File: src/rtl/multicycle_controller.sv
// Main control FSM for the multicycle MIPS-style CPU: sequences fetch/decode/execute/memory/write-back
// and drives every datapath select and enable, plus alu_op one cycle ahead for the registered ALU control.
module multicycle_controller (
   input  logic       clk,
   input  logic       rst_n,
   input  logic [5:0] i_opcode,
   input  logic       i_zero,
   input  logic       i_mem_ready,
   output logic       o_mem_read,
   output logic       o_mem_write,
   output logic       o_iord,
   output logic       o_ir_write,
   output logic       o_pc_en,
   output logic [1:0] o_pc_src,
   output logic       o_alu_src_a,
   output logic [1:0] o_alu_src_b,
   output logic [1:0] o_alu_op,
   output logic       o_reg_dst,
   output logic       o_mem_to_reg,
   output logic       o_reg_write,
   output logic       o_illegal,
   output logic [3:0] o_state
);

   typedef enum logic [3:0] {
      S_INIT     = 4'd0,
      S_FETCH    = 4'd1,
      S_DECODE   = 4'd2,
      S_EXEC_R   = 4'd3,
      S_WB_R     = 4'd4,
      S_EXEC_I   = 4'd5,
      S_WB_I     = 4'd6,
      S_MEM_ADDR = 4'd7,
      S_MEM_RD   = 4'd8,
      S_WB_MEM   = 4'd9,
      S_MEM_WR   = 4'd10,
      S_BRANCH   = 4'd11,
      S_JUMP     = 4'd12,
      S_HALT     = 4'd15
   } state_t;

   localparam logic [5:0] OP_RTYPE = 6'b000000;
   localparam logic [5:0] OP_ADDI  = 6'b000001;
   localparam logic [5:0] OP_SLTI  = 6'b000010;
   localparam logic [5:0] OP_LW    = 6'b000011;
   localparam logic [5:0] OP_SW    = 6'b000100;
   localparam logic [5:0] OP_BEQ   = 6'b000101;
   localparam logic [5:0] OP_J     = 6'b000110;

   localparam logic [1:0] ALU_RTYPE = 2'b00;
   localparam logic [1:0] ALU_ADD   = 2'b01;
   localparam logic [1:0] ALU_SUB   = 2'b10;
   localparam logic [1:0] ALU_SLT   = 2'b11;

   state_t r_state;
   state_t w_next_state;

   // Unknown opcodes land in HALT, which only reset can leave.
   function automatic state_t decode_target(input logic [5:0] op);
      case (op)
         OP_RTYPE:         decode_target = S_EXEC_R;
         OP_ADDI, OP_SLTI: decode_target = S_EXEC_I;
         OP_LW, OP_SW:     decode_target = S_MEM_ADDR;
         OP_BEQ:           decode_target = S_BRANCH;
         OP_J:             decode_target = S_JUMP;
         default:          decode_target = S_HALT;
      endcase
   endfunction

   // State register
   always_ff @(posedge clk or negedge rst_n) begin
      if (!rst_n) begin
         r_state <= S_INIT;
      end else begin
         r_state <= w_next_state;
      end
   end

   // Next-state logic
   always_comb begin
      w_next_state = S_INIT;
      case (r_state)
         S_INIT:     w_next_state = S_FETCH;
         S_FETCH:    w_next_state = i_mem_ready ? S_DECODE : S_FETCH;
         S_DECODE:   w_next_state = decode_target(i_opcode);
         S_EXEC_R:   w_next_state = S_WB_R;
         S_WB_R:     w_next_state = S_FETCH;
         S_EXEC_I:   w_next_state = S_WB_I;
         S_WB_I:     w_next_state = S_FETCH;
         S_MEM_ADDR: begin
            if (i_opcode == OP_LW) begin
               w_next_state = S_MEM_RD;
            end else if (i_opcode == OP_SW) begin
               w_next_state = S_MEM_WR;
            end else begin
               w_next_state = S_HALT;
            end
         end
         S_MEM_RD:   w_next_state = i_mem_ready ? S_WB_MEM : S_MEM_RD;
         S_WB_MEM:   w_next_state = S_FETCH;
         S_MEM_WR:   w_next_state = i_mem_ready ? S_FETCH : S_MEM_WR;
         S_BRANCH:   w_next_state = S_FETCH;
         S_JUMP:     w_next_state = S_FETCH;
         S_HALT:     w_next_state = S_HALT;
         default:    w_next_state = S_INIT;
      endcase
   end

   // Datapath controls decoded from the current state; ir_write/pc_en also follow mem_ready/zero
   always_comb begin
      o_mem_read   = 1'b0;
      o_mem_write  = 1'b0;
      o_iord       = 1'b0;
      o_ir_write   = 1'b0;
      o_pc_en      = 1'b0;
      o_pc_src     = 2'b00;
      o_alu_src_a  = 1'b0;
      o_alu_src_b  = 2'b00;
      o_reg_dst    = 1'b0;
      o_mem_to_reg = 1'b0;
      o_reg_write  = 1'b0;
      o_illegal    = 1'b0;
      case (r_state)
         S_FETCH: begin
            o_mem_read  = 1'b1;
            o_alu_src_b = 2'b01;
            o_ir_write  = i_mem_ready;
            o_pc_en     = i_mem_ready;
         end
         S_DECODE: begin
            o_alu_src_b = 2'b11;
         end
         S_EXEC_R: begin
            o_alu_src_a = 1'b1;
         end
         S_WB_R: begin
            o_reg_dst   = 1'b1;
            o_reg_write = 1'b1;
         end
         S_EXEC_I, S_MEM_ADDR: begin
            o_alu_src_a = 1'b1;
            o_alu_src_b = 2'b10;
         end
         S_WB_I: begin
            o_reg_write = 1'b1;
         end
         S_MEM_RD: begin
            o_mem_read = 1'b1;
            o_iord     = 1'b1;
         end
         S_WB_MEM: begin
            o_mem_to_reg = 1'b1;
            o_reg_write  = 1'b1;
         end
         S_MEM_WR: begin
            o_mem_write = 1'b1;
            o_iord      = 1'b1;
         end
         S_BRANCH: begin
            o_alu_src_a = 1'b1;
            o_pc_src    = 2'b01;
            o_pc_en     = i_zero;
         end
         S_JUMP: begin
            o_pc_src = 2'b10;
            o_pc_en  = 1'b1;
         end
         S_HALT: begin
            o_illegal = 1'b1;
         end
         default: begin
            o_illegal = 1'b0;
         end
      endcase
   end

   // alu_op keys off the next state because the ALU control unit adds a register stage
   always_comb begin
      o_alu_op = ALU_ADD;
      case (w_next_state)
         S_EXEC_R: o_alu_op = ALU_RTYPE;
         S_EXEC_I: o_alu_op = (i_opcode == OP_SLTI) ? ALU_SLT : ALU_ADD;
         S_BRANCH: o_alu_op = ALU_SUB;
         default:  o_alu_op = ALU_ADD;
      endcase
   end

   assign o_state = r_state;

endmodule

File: config.mk
export PLATFORM = sky130hd
export DESIGN_NAME = multicycle_controller
export DESIGN_NICKNAME = d
export VERILOG_FILES = /design/src/rtl/multicycle_controller.sv
export SDC_FILE = /design/constraint.sdc
export NUM_CORES = 1
export LEC_CHECK = 0
export ABC_AREA = 1
export CORE_MARGIN = 2
export CORE_UTILIZATION = 44
export CTS_BUF_LIST = sky130_fd_sc_hd__clkbuf_8
export DETAILED_ROUTE_END_ITERATION = 8
export PLACE_DENSITY = 0.94
export SLEW_MARGIN = 10
export SYNTH_ARGS = -nofsm -noshare
export SYNTH_HDL_FRONTEND = slang
export SYNTH_SLANG_ARGS = --single-unit
File: constraint.sdc
create_clock -name clk -period 4.8 [get_ports clk]
set_clock_uncertainty 0.2 [all_clocks]
set_input_delay 1.2 -clock clk [delete_from_list [all_inputs] [get_ports clk]]
set_output_delay 1.2 -clock clk [all_outputs]
set_load 0.1 [all_outputs]
## Yosys cells after proc, flatten, opt, wreduce, memory -nomap -nowiden

Index checks and enable logic that the tools add are counted.

- Register bits: 4
- Logic and storage cells: 54

- Reduce and logical (&&, ||, !) cells: 10
- Multiplexer cells: 21
- Equality and inequality tests: 22

Operators with widths:

| cell | number |
|---|---|
| $pmux 4 s9 | 1 |
| $eq 4x4->1 const B | 7 |
| $eq 4x3->1 const B | 5 |
| $pmux 4 s5 | 1 |
| $eq 6x3->1 const B | 3 |
| $eq 4x2->1 const B | 3 |
| $eq 6x2->1 const B | 2 |
| $pmux 2 s3 | 2 |
| $mux 1 | 10 |
| $reduce_or 2->1 | 5 |
| $eq 6x1->1 const B | 1 |
| $logic_not 6->1 | 1 |
| $mux 3 | 2 |
| $reduce_or 6->1 | 1 |
| $eq 4x1->1 const B | 1 |
| $logic_not 4->1 | 1 |
| $mux 2 | 2 |
| $mux 4 | 1 |
| $pmux 2 s2 | 1 |
| $reduce_or 4->1 | 1 |
| $pmux 1 s3 | 1 |
| $reduce_or 3->1 | 1 |

## Depth between registers and ports, before layout

Gate-level depths: netlist of run 1.

- Word-level depth: 6
- Depth in mapped cells: 11
- Depth with buffers taken out: 11

## Least setup slack after synthesis of run 1

OpenSTA, ideal clock, no wires.

- Kind: reg-to-output
- Start: register r_state[3] (netlist: o_state[3])
- End: output o_pc_en
- Stages on the path, launching flop included: 4
- Data required time: 3400 ps
- Setup slack: -697 ps
- Arrival time: 4097 ps
- Path through: dfrtp_1 inv_2 nor3_1 a211o_1

- Cells in the longest elaborated chain, start to end: 2
- Elaborated cells between the ends (all ways): 4
- Classes of those cells: eq/ne: 3; mux: 1

Ends and longest elaborated chain:

| what | RTL line | source |
|---|---|---|
| from (decl) | 55 | `state_t r_state;` |
| from (signal assigned) | 75 | `r_state <= w_next_state;` |
| $eq 4x4->1 / $eq 4x1->1 (equally long branches) | 123 | `case (r_state)` |
| $pmux 1 s3 * | 123 |  |
| to (decl) | 13 | `output logic o_pc_en,` |

Mark *: on every way between the ends. The rest lies on a longest branch, timed or not.

## Final worst setup path of run 1

- Start: input i_opcode[5]
- End: output o_alu_op[1]

- Cells in the longest elaborated chain, start to end: 6
- Elaborated cells between the ends (all ways): 18
- Classes of those cells: eq/ne: 9; mux: 6; reduce/logical: 3

Ends and longest elaborated chain:

| what | RTL line | source |
|---|---|---|
| from (decl) | 6 | `input logic [5:0] i_opcode,` |
| $eq 6x2->1, or another cell as far along | 60, 91 |  |
| $reduce_or 2->1 / $mux 3 (equally long branches) | 60, 93 |  |
| $pmux 4 s5 / $mux 3 (equally long branches) | 60, 91 |  |
| $pmux 4 s9 | 82 | `case (r_state)` |
| $eq 4x4->1, or another cell as far along | 180 | `case (w_next_state)` |
| $pmux 2 s3 * | 180 |  |
| to (decl) | 17 | `output logic [1:0] o_alu_op,` |

Marked as above.

==> impl_metrics.py, run 1 <==
metrics = {
    "logic_synthesis": {
        "netlist_instances": 116,
        "synth_ff_type": "dfrtp_1",
        "syn_area_um2": 599.3,
        "synth_simple_gate_area_share_pct": 58.87,
        "yosysSeqAreaShare_pct": 16.70,
        "syn_nets": 126,
        "synth_top_cell_by_area": "nand2_1",
        "ys_top_cells_by_area": "nand2_1 20%, dfrtp_1 17%, nand3_1 13%, inv_1 12%, nor2_1 10%",
        "avgSynthCellArea_um2": 5.167,
        "synth_xor_area_share_pct": 0,
        "synth_top_family_by_area": "simple AND/OR/NAND/NOR gates",
        "synth-edff-count": 0,
        "synth_seq_cells": 4,
        "async_flop_share_pct": 100.0,
        "yosysTopAreaCellShare_pct": 20.04,
        "ys.warnings.count": 0,
        "synth.mux.area_fraction_pct": 0,
        "synth_fa_ha_area_share_pct": 0,
        "synth_compound_area_share_pct": 9.395,
        "ys_types": 16,
    },
    "layout": {
        "layout-drive-gt1-share_pct": 19.59,
        "fillers": 105,
        "most-common-layout-cells": "32 x nand2_1, 23 x clkdlybuf4s50_1, 19 x inv_1",
        "final_common_cell": "nand2_1",
        "final_area_um2": 964.7,
        "nets": 160,
        "largest_reg_flops": 4,
        "diodes": 0,
        "area_growth_pct": 60.96,
        "stdcell_count": 163,
    },
    "setup_path": {
        "slowest_stage": "clkdlybuf4s50_1",
        "cp_max_fo": 8,
        "crit_buf_inv": 2,
        "r2r_slack_ns": 3.16,
        "end_kind": "output pin",
        "critPathKind": "in -> out",
        "worst_ep_arrival_time_ns": 2.92,
        "path_cells": "clkdlybuf4s50_1 -> nor2_2 -> nand3_1 -> nand3_1 -> nand2_1 -> a21oi_1 -> nand4_1 -> nand2_1 -> buf_12",
        "worstPathRequired_ns": 3.40,
        "cpPeakStageDelay_ns": 0.43,
        "crit_family": "simple AND/OR/NAND/NOR gates",
        "critPathLaunchType": "input port",
    },
    "pwr": {
        "p_int_uw": 96.59,
        "switching_share_pct": 21.89,
        "peakVddDrop_v": 0.0001494,
        "combinationalPowerShare_pct": 14.8,
        "leakagePower_uw": 0.0004980,
        "p_clk_share_pct": 57.7,
        "p_sw_uw": 27.06,
        "fin_total_pwr_uw": 123.7,
        "p_per_area_nw_per_um2": 128.2,
        "p_seq_share_pct": 27.5,
    },
    "clock_network": {
        "clockBufferDepth": 2,
        "root_buffer": "clkbuf_8",
        "ctsResizeCount": 0,
        "clock_latency_ns": 0.22,
        "post_cts_buffers": 0,
        "holdBufCountCts": 0,
        "path_clk_slew_ns": 0.03,
        "htree_levels": 1,
        "numCtsBuffers": 3,
        "cts_num_sinks": 4,
        "cts_tree": "done",
    },
    "run": {
        "drv_cap": 0,
    },
    "sta": {
        "fmax_ghz": 0.2313,
        "relSlewSlack_pct": 33.37,
        "final.period_utilization_pct": 90.09,
        "layout_setup_ws_ns": 0.4758,
        "setup_viol_count_final": 0,
        "slew_viol_final": 0,
        "rsz0062_at_grt": "false",
        "tightest_slew_ns": 0.9963,
        "period_minus_slack_ns": 4.324,
        "totalNegativeSetupSlack_ns": 0,
        "hold_violations": 0,
    },
    "placed_design": {
        "dp_hpwl_um": 1539,
        "postPlaceCellArea_um2": 923.4,
        "place_ws_ns": 0.4988,
        "place_congestion": 0.8694,
        "placed_cells": 160,
        "portBuffers": 29,
    },
    "die": {
        "core-area_um2": 1285,
        "fp-row-count": 13,
        "die_y_um": 40.91,
        "start_util_pct": 46.64,
        "die-area_um2": 1673,
        "die_x_um": 40.91,
        "ios": 30,
    },
    "global_routing": {
        "track_usage_pct": 26.58,
        "grt_max_degree": 10,
        "antenna_found_initial": 0,
        "grt_pass1_vias": 706,
        "grt_pass1_wl_um": 2904,
        "grt_overflow": 0,
    },
    "drt": {
        "drc": 0,
        "wl_um": 1854,
        "drt.antenna.violating_nets": 0,
        "wl_per_cell_um": 11.37,
        "vias": 827,
        "viasPerCell": 5.074,
        "drt_iter0_drc": 34,
        "dr.pass1.iters": 6,
    },
    "outcome": {
        "status": "complete, no violations",
    },
    "worst_hold_path": {
        "hp-class": "reg -> reg",
    },
}
==> area by class of cell <==
type                       count  area, µm²  area share [%]
clock buffer                   3      41.29           4.280
inverter                      24      90.09           9.339
multi-input combinational     88      414.1           42.93
sequential                     4      100.1           10.38
tap                           15      18.77           1.946
timing repair buffer          29      300.3           31.13
==> routing by layer <==
layer | wire length, µm | share of wire [%] | GRT usage, %
met5 | 0 | 0 | 0
met4 | 21 | 1.1 | 12.50
met3 | 88 | 4.7 | 3.261
met2 | 937 | 51 | 41.41
met1 | 806 | 43 | 35.86
==> worst min-delay path, stage by stage (launching register included) <==
cell	delay (ns)
dfrtp_1	0.43
nand2_1	0.08
nand2_1	0.06
a21oi_1	0.04
nand3_1	0.15
==> synth_stat cells (2+ instances only) <==
master / instances
dfrtp_1: 4
nand3_1: 16
nand2_2: 7
inv_1: 19
o21ai_0: 2
inv_2: 5
a21oi_1: 3
nor2_2: 6
nor2_1: 16
nand2_1: 32
==> metrics by stage <==
step	hold slack (ns)	utilization, %
after global placement	0.5865	71.86
after floorplan	0.7044	-
after detailed placement	0.6164	71.86
after global routing	0.6904	75.07
final	0.6253	75.07
after CTS	0.6347	75.07
==> cells by family after synthesis <==
group	Yosys count
flops	4
simple gates	79
compound gates	9
buf+inv	24
==> power groups by stage <==
stage	sequential [µW]	combinational [µW]	clock [µW]
after global routing	33.9	21.2	76.5
after detailed placement	34.3	18.2	0
final	34.0	18.3	71.4
after global placement	34.3	17.6	0
after CTS	34.0	18.3	73.2
after floorplan	34.3	7.44	0
==> path summary, 6_finish.rpt <==
kind / to / start / cells past startpoint
worst max-delay path: o_alu_op[1] / i_opcode[5] / 9
worst min-delay path: o_state[0] / o_state[3] / 4
worst max register to register: o_state[2] / o_state[3] / 8
worst min register to register: o_state[0] / o_state[3] / 4
max in group asynchronous: o_state[2] / rst_n / 1
min in group asynchronous: o_state[3] / rst_n / 1
(Power assumes the default switching activity.)
==> inputs of run 2 (changes only) <==
MAX_ROUTING_LAYER = met4   (was default)
PLACE_DENSITY = 0.87   (was 0.94)
==> impl_metrics.py, run 2 (synthesis results as in run 1) <==
metrics = {
    "setup_path": {
        "worstPathRequired_ns": 3.40,
        "cp_max_fo": 8,
        "worstReg2RegStart": "o_state[3]",
        "worst_ep_arrival_time_ns": 2.99,
        "r2r_slack_ns": 3.20,
        "setup.worst_path.start": "i_opcode[5]",
        "critPathLaunchType": "input port",
        "critPathKind": "in -> out",
        "end_kind": "output pin",
    },
    "sta": {
        "relSlewSlack_pct": 34.37,
        "final.period_utilization_pct": 91.44,
        "setup_viol_count_final": 0,
        "period_minus_slack_ns": 4.389,
        "fmax_ghz": 0.2278,
        "holdWs_ns": 0.6211,
        "rsz0062_at_grt": "false",
        "tightest_slew_ns": 0.9813,
        "slew_viol_final": 0,
        "hold_violations": 0,
    },
    "pwr": {
        "leakagePower_uw": 0.0004980,
        "combinationalPowerShare_pct": 15.3,
        "p_int_uw": 96.35,
        "p_per_area_nw_per_um2": 125.0,
        "switching_share_pct": 20.09,
        "peakVddDrop_v": 0.0001559,
        "p_clk_share_pct": 56.5,
        "p_sw_uw": 24.22,
        "p_seq_share_pct": 28.2,
        "fin_total_pwr_uw": 120.6,
    },
    "drt": {
        "topRoutingLayerUsed": "met4",
        "route.met3.wl_um": 104,
        "wl_met1_um": 796,
        "wl_um": 1796,
        "dr_wl_met2_um": 881,
        "viasPerCell": 5.178,
        "drt.antenna.violating_nets": 0,
        "dr.pass1.iters": 4,
        "wl_per_cell_um": 11.02,
        "vias": 844,
        "drt_iter0_drc": 45,
        "drc": 0,
    },
    "clock_network": {
        "clockBufferDepth": 2,
        "cts_tree": "done",
        "clock_latency_ns": 0.21,
        "cts_num_sinks": 4,
        "holdBufCountCts": 0,
        "numCtsBuffers": 3,
        "ctsResizeCount": 0,
        "post_cts_buffers": 0,
        "htree_levels": 1,
        "root_buffer": "clkbuf_8",
        "path_clk_slew_ns": 0.03,
    },
    "layout": {
        "fillers": 103,
        "layout-drive-gt1-share_pct": 19.59,
        "nets": 160,
        "largest_reg_flops": 4,
        "most-common-layout-cells": "32 x nand2_1, 23 x clkdlybuf4s50_1, 19 x inv_1",
        "final_area_um2": 964.7,
        "final_common_cell": "nand2_1",
        "multi_input_area_um2": 414.1,
        "regArea_um2": 100.1,
        "diodes": 0,
        "area_growth_pct": 60.96,
    },
    "global_routing": {
        "grt_overflow": 0,
        "antenna_found_initial": 0,
        "grt_pass1_wl_um": 2835,
        "track_usage_pct": 26.40,
        "grt_max_degree": 10,
        "grt_pass1_vias": 704,
    },
    "outcome": {
        "status": "complete, no violations",
    },
    "placed_design": {
        "dp_hpwl_um": 1485,
        "postPlaceCellArea_um2": 923.4,
        "place_congestion": 0.7894,
        "portBuffers": 29,
    },
    "die": {
        "die_x_um": 40.91,
        "fp-row-count": 13,
        "die_y_um": 40.91,
        "die-area_um2": 1673,
        "start_util_pct": 46.64,
        "core-area_um2": 1285,
        "ios": 30,
    },
    "run": {
        "drv_cap": 0,
    },
    "worst_hold_path": {
        "hp-start": "o_state[3]",
        "hp-class": "reg -> reg",
    },
}
run 2: cell counts in the layout (fill, tap and decap cells not counted):
Identical to the previous run, type by type.
run 2: power groups by stage:
stage               clock, µW  sequential [µW]  combinational [µW]
global route             70.3             34.0                20.9
detailed placement          0             34.3                18.2
global placement            0             34.3                17.7
finish                   68.1             34.0                18.4
floorplan                   0             34.3                7.44
CTS                      69.6             34.0                18.3
run 2: path summary, 6_finish.rpt:
| check | end | cells past startpoint |
|---|---|---|
| setup / recovery | o_alu_op[1] | 9 |
| hold / removal | o_state[0] | 4 |
| setup reg to reg | o_state[2] | 7 |
| hold reg to reg | o_state[0] | 4 |
| max in group asynchronous | o_state[0] | 1 |
| min in group asynchronous | o_state[3] | 1 |
run 2: metrics by stage:
step                      utilization [%]  std cells  setup slack, ns   TNS, ns
after floorplan                         -        116         -0.01735  -0.01735
after global placement              71.86        160           0.5587         0
after detailed placement            71.86        160           0.4744         0
after CTS                           75.07        163           0.4649         0
after global routing                75.07        163           0.2446         0
final                               75.07        163           0.4109         0
run 2: cell type report:
type	count	area share [%]
multi-input cells	88	42.93
repair buffers	29	31.13
flip-flops and latches	4	10.38
inverters	24	9.339
clock buffers	3	4.280
well taps	15	1.946
run 2: per-layer routing:
| metal | vias up | track usage, % |
|---|---|---|
| li1 | 425 | - |
| met4 | 0 | 10.00 |
| met5 | - | - |
| met3 | 4 | 4.891 |
| met2 | 42 | 39.06 |
| met1 | 373 | 35.33 |
run 2: worst max-delay path, stage by stage:
cell	delay, ns
clkdlybuf4s50_1	0.43
nor2_2	0.29
nand3_1	0.18
nand3_1	0.16
nand2_1	0.10
a21oi_1	0.21
nand4_1	0.11
nand2_1	0.13
buf_12	0.18
==> inputs of run 3 (changes only) <==
CORE_UTILIZATION = 37   (was 44)
GPL_TIMING_DRIVEN = 0   (was default)
PLACE_DENSITY = 0.78   (was 0.87)
clock period = 3.65 ns   (was 4.8 ns; I/O delays follow)
==> impl_metrics.py, run 3 (synthesis results as in run 1) <==
metrics = {
    "drt": {
        "drt.antenna.violating_nets": 0,
        "dr.pass1.iters": 4,
        "vias": 850,
        "wl_per_cell_um": 10.89,
        "drt_iter0_drc": 23,
        "drc": 0,
        "viasPerCell": 5.090,
        "wl_um": 1818,
    },
    "outcome": {
        "status": "complete, no violations",
    },
    "pwr": {
        "p_per_area_nw_per_um2": 152.5,
        "peakVddDrop_v": 0.0003117,
        "leakagePower_uw": 0.0005923,
        "fin_total_pwr_uw": 166.4,
    },
    "layout": {
        "diodes": 0,
        "most-common-layout-cells": "29 x nand2_1, 20 x inv_1, 17 x clkdlybuf4s50_1",
        "final_common_cell": "nand2_1",
        "fillers": 121,
        "layout-drive-gt1-share_pct": 29.14,
        "largest_reg_flops": 4,
        "area_growth_pct": 82.05,
        "stdcell_count": 167,
        "nets": 162,
    },
    "sta": {
        "final.period_utilization_pct": 98.19,
        "fmax_ghz": 0.2790,
        "setup_viol_count_final": 0,
        "hold_violations": 0,
        "relSlewSlack_pct": 34.66,
        "holdWs_ns": 0.5688,
        "slew_viol_final": 0,
        "period_minus_slack_ns": 3.584,
        "tightest_slew_ns": 0.9771,
        "rsz0062_at_grt": "false",
    },
    "die": {
        "die_y_um": 44.25,
        "die_x_um": 44.25,
        "start_util_pct": 39.78,
        "fp-row-count": 14,
        "core-area_um2": 1506,
        "die-area_um2": 1958,
        "ios": 30,
    },
    "clock_network": {
        "cts_num_sinks": 4,
        "cts_tree": "done",
        "htree_levels": 1,
        "holdBufCountCts": 0,
        "clockBufferDepth": 2,
        "root_buffer": "clkbuf_8",
        "numCtsBuffers": 3,
        "clock_latency_ns": 0.21,
        "path_clk_slew_ns": 0.03,
    },
    "placed_design": {
        "portBuffers": 29,
        "place_congestion": 0.8357,
        "placed_cells": 161,
        "dp_hpwl_um": 1361,
    },
    "setup_path": {
        "critPathLaunchType": "input port",
        "worst_ep_arrival_time_ns": 2.47,
        "cp_max_fo": 3,
        "end_kind": "output pin",
        "critPathKind": "in -> out",
        "worstPathRequired_ns": 2.54,
    },
    "global_routing": {
        "track_usage_pct": 19.44,
        "grt_max_degree": 10,
        "grt_overflow": 0,
        "antenna_found_initial": 0,
        "grt_pass1_wl_um": 2815,
        "grt_pass1_vias": 704,
    },
    "run": {
        "drv_cap": 0,
    },
    "worst_hold_path": {
        "hp-class": "reg -> reg",
    },
}
-- run 3: layout make-up --
cell class	instances	area [µm²]	share of cell area, %
Tap cell	16	20.02	1.835
Multi-Input combinational cell	88	498.0	45.64
Clock buffer	3	41.29	3.784
Sequential cell	4	103.9	9.518
Inverter	24	90.09	8.257
Clock inverter	1	3.754	0.3440
Timing Repair Buffer	31	334.1	30.62
-- run 3: worst max-delay path: stages --
cell	delay, ns
clkdlybuf4s50_1	0.51
inv_1	0.11
nor2_4	0.12
clkdlybuf4s15_1	0.82
-- run 3: repair_timing --
action	in CTS	in global routing
setup endpoints to repair	4	5
buffers inserted	0	2
resized for setup	21	18
pin swaps	0	5
-- run 3: path summary, 6_finish.rpt --
kind / endpoint / startpoint / slack [ns] / cells past startpoint
hold / removal: o_state[0] / o_state[3] / 0.57 / 4
setup / recovery: o_ir_write / i_mem_ready / 0.07 / 4
setup reg to reg: o_state[2] / o_state[3] / 2.00 / 9
max in group asynchronous: o_state[1] / rst_n / 2.37 / 1
hold reg to reg: o_state[0] / o_state[3] / 0.57 / 4
min in group asynchronous: o_state[3] / rst_n / 0.70 / 1
-- run 3: metal layers --
metal  vias to the layer above  global-route usage (%)  routed length (µm)
met5                         -                       -                   0
met4                         0                   5.455                  33
met3                         6                   3.673                 110
met2                        36                   29.12                 878
met1                       379                   26.70                 796
li1                        429                       -                   -
-- run 3: power by group --
part           switching [µW]  internal (µW)  total [µW]
Clock                    21.4           71.6        92.9
Combinational            15.9           12.9        28.8
Sequential                  0           44.6        44.6
-- run 3: per-stage QoR --
| stage | area, µm² | setup TNS [ns] | util, % | setup slack, ns |
|---|---|---|---|---|
| final | 1091 | 0 | 72.43 | 0.06601 |
| after global routing | 1091 | 0 | 72.43 | 0.009435 |
| after CTS | 1020 | -0.01326 | 67.69 | -0.01326 |
| after detailed placement | 960.9 | -2.368 | 63.79 | -0.9912 |
| after global placement | 960.9 | -2.288 | 63.79 | -0.9557 |
| after floorplan | 650.6 | -0.5159 | - | -0.2303 |
